$ cat src/rtl/sprite_pkg.sv
// sprite_pkg: shared scheduler state encoding, index width and visibility test
package sprite_pkg;
   typedef enum logic [1:0] {IDLE, SCAN, HOLD} state_t;
   function automatic int idx_w(input int n);
      return (n < 2) ? 1 : $clog2(n);
   endfunction
   function automatic logic spr_visible(input logic vis, input int diff, input int height);
      return vis && diff >= 0 && diff < height;
   endfunction
endpackage

$ cat src/rtl/sprite_table.sv
// sprite_table: double-buffered sprite table, shadow written any time, active copied on frame
module sprite_table #(
   parameter int CORDW = 10,
   parameter int N_SPR = 8,
   parameter int IDXW = 3
) (
   input  logic                    clk,
   input  logic                    rst,
   input  logic                    frame,
   input  logic                    wr_en,
   input  logic [IDXW-1:0]         wr_idx,
   input  logic signed [CORDW-1:0] wr_x,
   input  logic signed [CORDW-1:0] wr_y,
   input  logic                    wr_vis,
   input  logic [IDXW-1:0]         rd_idx,
   output logic signed [CORDW-1:0] rd_x,
   output logic signed [CORDW-1:0] rd_y,
   output logic                    rd_vis
);
   logic signed [CORDW-1:0] sh_x [N_SPR];
   logic signed [CORDW-1:0] sh_y [N_SPR];
   logic signed [CORDW-1:0] act_x [N_SPR];
   logic signed [CORDW-1:0] act_y [N_SPR];
   logic [N_SPR-1:0] sh_vis, act_vis, hit;
   always_comb begin
      hit = '0;
      for (int k = 0; k < N_SPR; k++) hit[k] = wr_en && wr_idx == IDXW'(k);
   end
   always_ff @(posedge clk) begin
      for (int k = 0; k < N_SPR; k++) begin
         if (rst) begin
            sh_x[k] <= '0;
            sh_y[k] <= '0;
            sh_vis[k] <= 1'b0;
            act_x[k] <= '0;
            act_y[k] <= '0;
            act_vis[k] <= 1'b0;
         end else begin
            if (hit[k]) begin
               sh_x[k] <= wr_x;
               sh_y[k] <= wr_y;
               sh_vis[k] <= wr_vis;
            end
            // a write coinciding with frame must reach the active copy too
            if (frame) begin
               act_x[k] <= hit[k] ? wr_x : sh_x[k];
               act_y[k] <= hit[k] ? wr_y : sh_y[k];
               act_vis[k] <= hit[k] ? wr_vis : sh_vis[k];
            end
         end
      end
   end
   assign rd_x = act_x[rd_idx];
   assign rd_y = act_y[rd_idx];
   assign rd_vis = act_vis[rd_idx];
endmodule

$ cat src/rtl/sprite_line_scheduler.sv
// sprite_line_scheduler: scans the active table each line and publishes up to SLOTS visible sprites
module sprite_line_scheduler import sprite_pkg::*; #(
   parameter int CORDW = 10,
   parameter int N_SPR = 8,
   parameter int SLOTS = 4,
   parameter int SPR_HEIGHT = 8,
   parameter int SPR_SCALE = 0,
   localparam int IDXW = idx_w(N_SPR)
) (
   input  logic                    clk,
   input  logic                    rst,
   input  logic                    frame,
   input  logic                    line,
   input  logic signed [CORDW-1:0] sy,
   input  logic                    wr_en,
   input  logic [IDXW-1:0]         wr_idx,
   input  logic signed [CORDW-1:0] wr_x,
   input  logic signed [CORDW-1:0] wr_y,
   input  logic                    wr_vis,
   output logic [SLOTS-1:0]        slot_valid,
   output logic [SLOTS*IDXW-1:0]   slot_idx,
   output logic [SLOTS*CORDW-1:0]  slot_x,
   output logic [SLOTS*CORDW-1:0]  slot_y,
   output logic                    ovf_line,
   output logic                    ovf_frame,
   output logic                    late
);
   localparam int FW = $clog2(SLOTS + 1);
   state_t state;
   logic [IDXW-1:0] i;
   logic [FW-1:0] fill;
   logic signed [CORDW-1:0] ny, rd_x, rd_y, diff_raw, diff;
   logic rd_vis, hit, w_ovf;
   logic [SLOTS-1:0] w_valid;
   logic [SLOTS*IDXW-1:0] w_idx;
   logic [SLOTS*CORDW-1:0] w_x, w_y;
   sprite_table #(.CORDW(CORDW), .N_SPR(N_SPR), .IDXW(IDXW)) u_table (
      .clk(clk), .rst(rst), .frame(frame), .wr_en(wr_en), .wr_idx(wr_idx),
      .wr_x(wr_x), .wr_y(wr_y), .wr_vis(wr_vis), .rd_idx(i),
      .rd_x(rd_x), .rd_y(rd_y), .rd_vis(rd_vis)
   );
   assign diff_raw = ny - rd_y;
   assign diff = diff_raw >>> SPR_SCALE;
   assign hit = spr_visible(rd_vis, int'(diff), SPR_HEIGHT);
   always_ff @(posedge clk) begin
      if (rst) begin
         state <= IDLE;
         i <= '0;
         fill <= '0;
         ny <= '0;
         w_valid <= '0;
         w_idx <= '0;
         w_x <= '0;
         w_y <= '0;
         w_ovf <= 1'b0;
         slot_valid <= '0;
         slot_idx <= '0;
         slot_x <= '0;
         slot_y <= '0;
         ovf_line <= 1'b0;
         ovf_frame <= 1'b0;
         late <= 1'b0;
      end else if (line) begin
         // an interrupted scan publishes nothing rather than a partial list
         slot_valid <= state == SCAN ? '0 : w_valid;
         slot_idx <= state == SCAN ? '0 : w_idx;
         slot_x <= state == SCAN ? '0 : w_x;
         slot_y <= state == SCAN ? '0 : w_y;
         ovf_line <= state != SCAN && w_ovf;
         ovf_frame <= (state != SCAN && w_ovf) || (ovf_frame && !frame);
         late <= state == SCAN;
         w_valid <= '0;
         w_idx <= '0;
         w_x <= '0;
         w_y <= '0;
         w_ovf <= 1'b0;
         fill <= '0;
         ny <= sy + CORDW'(1);
         i <= '0;
         state <= SCAN;
      end else begin
         if (frame) ovf_frame <= 1'b0;
         if (state == SCAN) begin
            if (hit && fill == FW'(SLOTS)) w_ovf <= 1'b1;
            for (int s = 0; s < SLOTS; s++) begin
               if (hit && fill == FW'(s)) begin
                  w_valid[s] <= 1'b1;
                  w_idx[s*IDXW +: IDXW] <= i;
                  w_x[s*CORDW +: CORDW] <= rd_x;
                  w_y[s*CORDW +: CORDW] <= rd_y;
                  fill <= fill + FW'(1);
               end
            end
            i <= i + IDXW'(1);
            if (i == IDXW'(N_SPR - 1)) state <= HOLD;
         end
      end
   end
endmodule

$ cat config.mk
export PLATFORM = sky130hd
export DESIGN_NAME = sprite_line_scheduler
export DESIGN_NICKNAME = d
export VERILOG_FILES = /design/src/rtl/sprite_pkg.sv /design/src/rtl/sprite_table.sv /design/src/rtl/sprite_line_scheduler.sv
export SDC_FILE = /design/constraint.sdc
export NUM_CORES = 1
export LEC_CHECK = 0
export ABC_AREA = 1
export ABC_CLOCK_PERIOD_IN_PS = 18350
export CAP_MARGIN = 20
export CORE_MARGIN = 5
export CORE_UTILIZATION = 55
export DETAILED_ROUTE_END_ITERATION = 10
export PLACE_DENSITY = 0.85
export SLEW_MARGIN = 20
export SYNTH_ARGS = -nofsm -noshare
export SYNTH_HDL_FRONTEND = slang
export SYNTH_SLANG_ARGS = --single-unit
export TNS_END_PERCENT = 100
$ cat constraint.sdc
create_clock -name clk -period 18.35 [get_ports clk]
set_input_delay 4.5875 -clock clk [delete_from_list [all_inputs] [get_ports clk]]
set_output_delay 4.5875 -clock clk [all_outputs]
set_load 0.01 [all_outputs]
==> results.json <==
{
  "grt_util_all_layers_pct": 25.4,
  "die_w_um": 212,
  "post-route-period-util_pct": 42.1,
  "fillerInstances": 2917,
  "vdd_ir_drop_max_mv": 0.0744,
  "r2r_slack_ps": 12500,
  "synthCells": 2335,
  "dp_cells": 2856,
  "port_buffers": 137,
  "tns_ps": 0,
  "holdPathStages": 2,
  "worst_pin_slew_ps": 1100,
  "place_area_mm2": 0.0240,
  "max-slew-margin-rel_pct": 26.5,
  "cts_tree": "done",
  "vias": 17600,
  "num-nets-final": 2446,
  "stdcell_count": 2959,
  "drt_wl_total_mm": 59.1,
  "dp_slack_ps": 10120,
  "crit_arrival_ps": 7930,
  "synthSimpleGateAreaFrac_pct": 12.5,
  "grt_max_degree": 115,
  "synth.largest_area_cell": "edfxtp_1",
  "synth_top_family_by_area": "compound AO/OA/AOI/OAI gates",
  "outcome": "complete, no violations",
  "synth-xor-area-share_pct": 0.0392,
  "holdCritPathClass": "register to register",
  "first_global_vias": 16800,
  "worstSetupEndpointType": "register",
  "crit_path_max_fanout": 84,
  "post_cts_resized": 0,
  "setup_ws_ps": 10620,
  "min-delay-start": "w_y[21]$_SDFFE_PP0P_",
  "synth_ff_type": "edfxtp_1",
  "vias_per_cell": 5.96,
  "synthArstFlopShare_pct": 0,
  "avgRoutedWirePerCell_um": 20.0,
  "clk_pin_slew_worst_paths_ps": 60,
  "rsz0062_at_grt": "no",
  "synth.top_cell.area_share_pct": 43.0,
  "leakage_nw": 9.56,
  "drv_slew": 0,
  "synthMuxAreaShare_pct": 0,
  "start_util_pct": 55.8,
  "synth.distinct_cells": 32,
  "synth_fp_nets": 2391,
  "maxClockFrequency_ghz": 0.129,
  "r2r-end": "w_y[23]$_SDFFE_PP0P_",
  "dp_hpwl_mm": 34.6,
  "synth-seq-cells": 553,
  "area_growth_pct": 15.8,
  "drcViolationCount": 0,
  "antenna_found_initial": 0,
  "finalSetupViolCount": 0,
  "grt_pass1_wl_mm": 90.0,
  "post_cts_buffers": 0,
  "ff2ff_path_depth": 24,
  "netlist_area_mm2": 0.0223,
  "max-cap-violations": 0,
  "crit_type": "input port to register",
  "core_mm2": 0.0400,
  "ctsHoldBuffers": 0,
  "synth-adder-area-share_pct": 0.952,
  "syn_avg_cell_area_um2": 9.57,
  "route.antenna.remaining_nets": 0,
  "critPathLaunchType": "input port",
  "synthTopCellsByCount": "nand2_1, o21ai_0, edfxtp_1",
  "place_congestion": 0.853,
  "row_count": 73,
  "clock_latency_ps": 590,
  "drtIter0Drc": 2286,
  "fp.dieH_um": 212,
  "finalHoldViolations": 0,
  "htreeDepth": 2,
  "stdcell_area_mm2": 0.0259,
  "antenna_cells": 0,
  "dr.pass1.iters": 6,
  "cts.path.max_buffers": 3,
  "root_buffer": "clkbuf_16",
  "dieArea_mm2": 0.0447,
  "numCtsBuffers": 54,
  "yosys-top-cells-area": "edfxtp_1, dfxtp_1, o21ai_0",
  "powerDensity_mw_per_mm2": 105,
  "finClkSkew_ps": 9.47,
  "layout-drive-gt1-share_pct": 5.67,
  "synth_compound_gate_area_share_pct": 16.7,
  "numClockSinks": 553,
  "yosysMostFrequentCell": "nand2_1",
  "worstPathRequired_ps": 18550,
  "ys_warn_count": 0,
  "hold_end": "w_y[21]$_SDFFE_PP0P_",
  "synth-seq-area-share_pct": 63.9,
  "synth_edf_count": 320,
  "grt_overflow_total": 0,
  "min_period_ps": 7730,
  "io_pins": 138
}
==> registers in the layout (all words and copies together) (netlist names), 8 cells and up, named ones only <==
register         count
u_table.act_x       80
slot_y              40
ny                  10
slot_idx            12
u_table.act_y       80
u_table.act_vis      8
u_table.sh_y        80
u_table.sh_x        80
w_x                 40
u_table.sh_vis       8
slot_x              40
w_y                 40
w_idx               12
==> metrics by stage <==
| stage | hold slack, ps | util (%) | power (mW) |
|---|---|---|---|
| global route | 473 | 64.6 | 2.80 |
| CTS | 449 | 64.5 | 2.71 |
| floorplan | 425 | - | 1.53 |
| global placement | 434 | 59.9 | 1.59 |
| detailed placement | 440 | 59.9 | 1.60 |
| finish | 452 | 64.6 | 2.72 |
==> worst max-delay path, cell delays in order <==
cell and delay (ps):
clkdlybuf4s50_1 950, inv_2 460, nand2_4 840, buf_4 940
==> layout by cell type, fill, tap and decap left out, types with 3 or more instances in the layout <==
| cell type | n |
|---|---|
| a22o_1 | 3 |
| nand2_1 | 348 |
| clkdlybuf4s50_1 | 137 |
| bufinv_16 | 5 |
| o21ai_0 | 342 |
| clkbuf_8 | 10 |
| nand2_2 | 8 |
| nor2_1 | 307 |
| clkbuf_1 | 22 |
| nand4_1 | 3 |
| nand3_1 | 30 |
| nor2_2 | 10 |
| clkbuf_16 | 57 |
| edfxtp_1 | 320 |
| inv_2 | 3 |
| o21ai_1 | 21 |
| inv_1 | 168 |
| a21oi_1 | 266 |
| nand3_2 | 5 |
| ha_1 | 17 |
| dfxtp_1 | 232 |
| clkinv_1 | 7 |
| clkinv_2 | 4 |
| buf_4 | 25 |
| a32o_1 | 26 |
| a31oi_1 | 7 |
| o22ai_1 | 32 |
==> power by group <==
part	total, mW	internal (mW)	switching [mW]
registers	1.39	1.37	0.0172
clock network	1.13	0.679	0.454
logic	0.202	0.0532	0.149
==> per-layer routing <==
metal,vias to the layer above,GRT usage (%),wire length (um)
met4,0,10.9,2420
met1,8259,32.6,21800
met5,-,0,0
li1,8059,-,-
met3,181,5.32,6600
met2,1142,42.1,28300
==> worst max-delay path by stage <==
stage | cells after the start | end | start
6_report | 4 | u_table.act_y[7][5]$_SDFFCE_PN0P_ | rst
5_1_grt | 4 | u_table.act_y[5][9]$_SDFFCE_PN0P_ | rst
3_5_place_dp | 4 | u_table.act_y[1][5]$_SDFFCE_PN0P_ | rst
3_3_place_gp | 4 | u_table.act_y[1][5]$_SDFFCE_PN0P_ | rst
4_1_cts | 4 | u_table.act_y[5][2]$_SDFFCE_PN0P_ | rst
2_1_floorplan | 3 | u_table.act_x[0][0]$_SDFFCE_PN0P_ | rst
==> cell families (layout without fill, tap and decap cells) <==
| family | count (synthesis) | count (layout) |
|---|---|---|
| simple gates | 718 | 718 |
| fa+ha+maj | 17 | 17 |
| buf+inv | 342 | 441 |
| xor+xnor | 1 | 1 |
| compound gates | 704 | 704 |
| flops | 553 | 553 |
==> cell type report <==
| cell class | count | area (um^2) | share of cell area (%) |
|---|---|---|---|
| inverters | 176 | 661 | 2.55 |
| well taps | 525 | 657 | 2.54 |
| flip-flops and latches | 553 | 14300 | 55.2 |
| clock inverters | 11 | 178 | 0.687 |
| repair buffers | 165 | 1610 | 6.24 |
| clock buffers | 89 | 1650 | 6.37 |
| multi-input cells | 1440 | 6830 | 26.4 |
(Power assumes the default switching activity.)
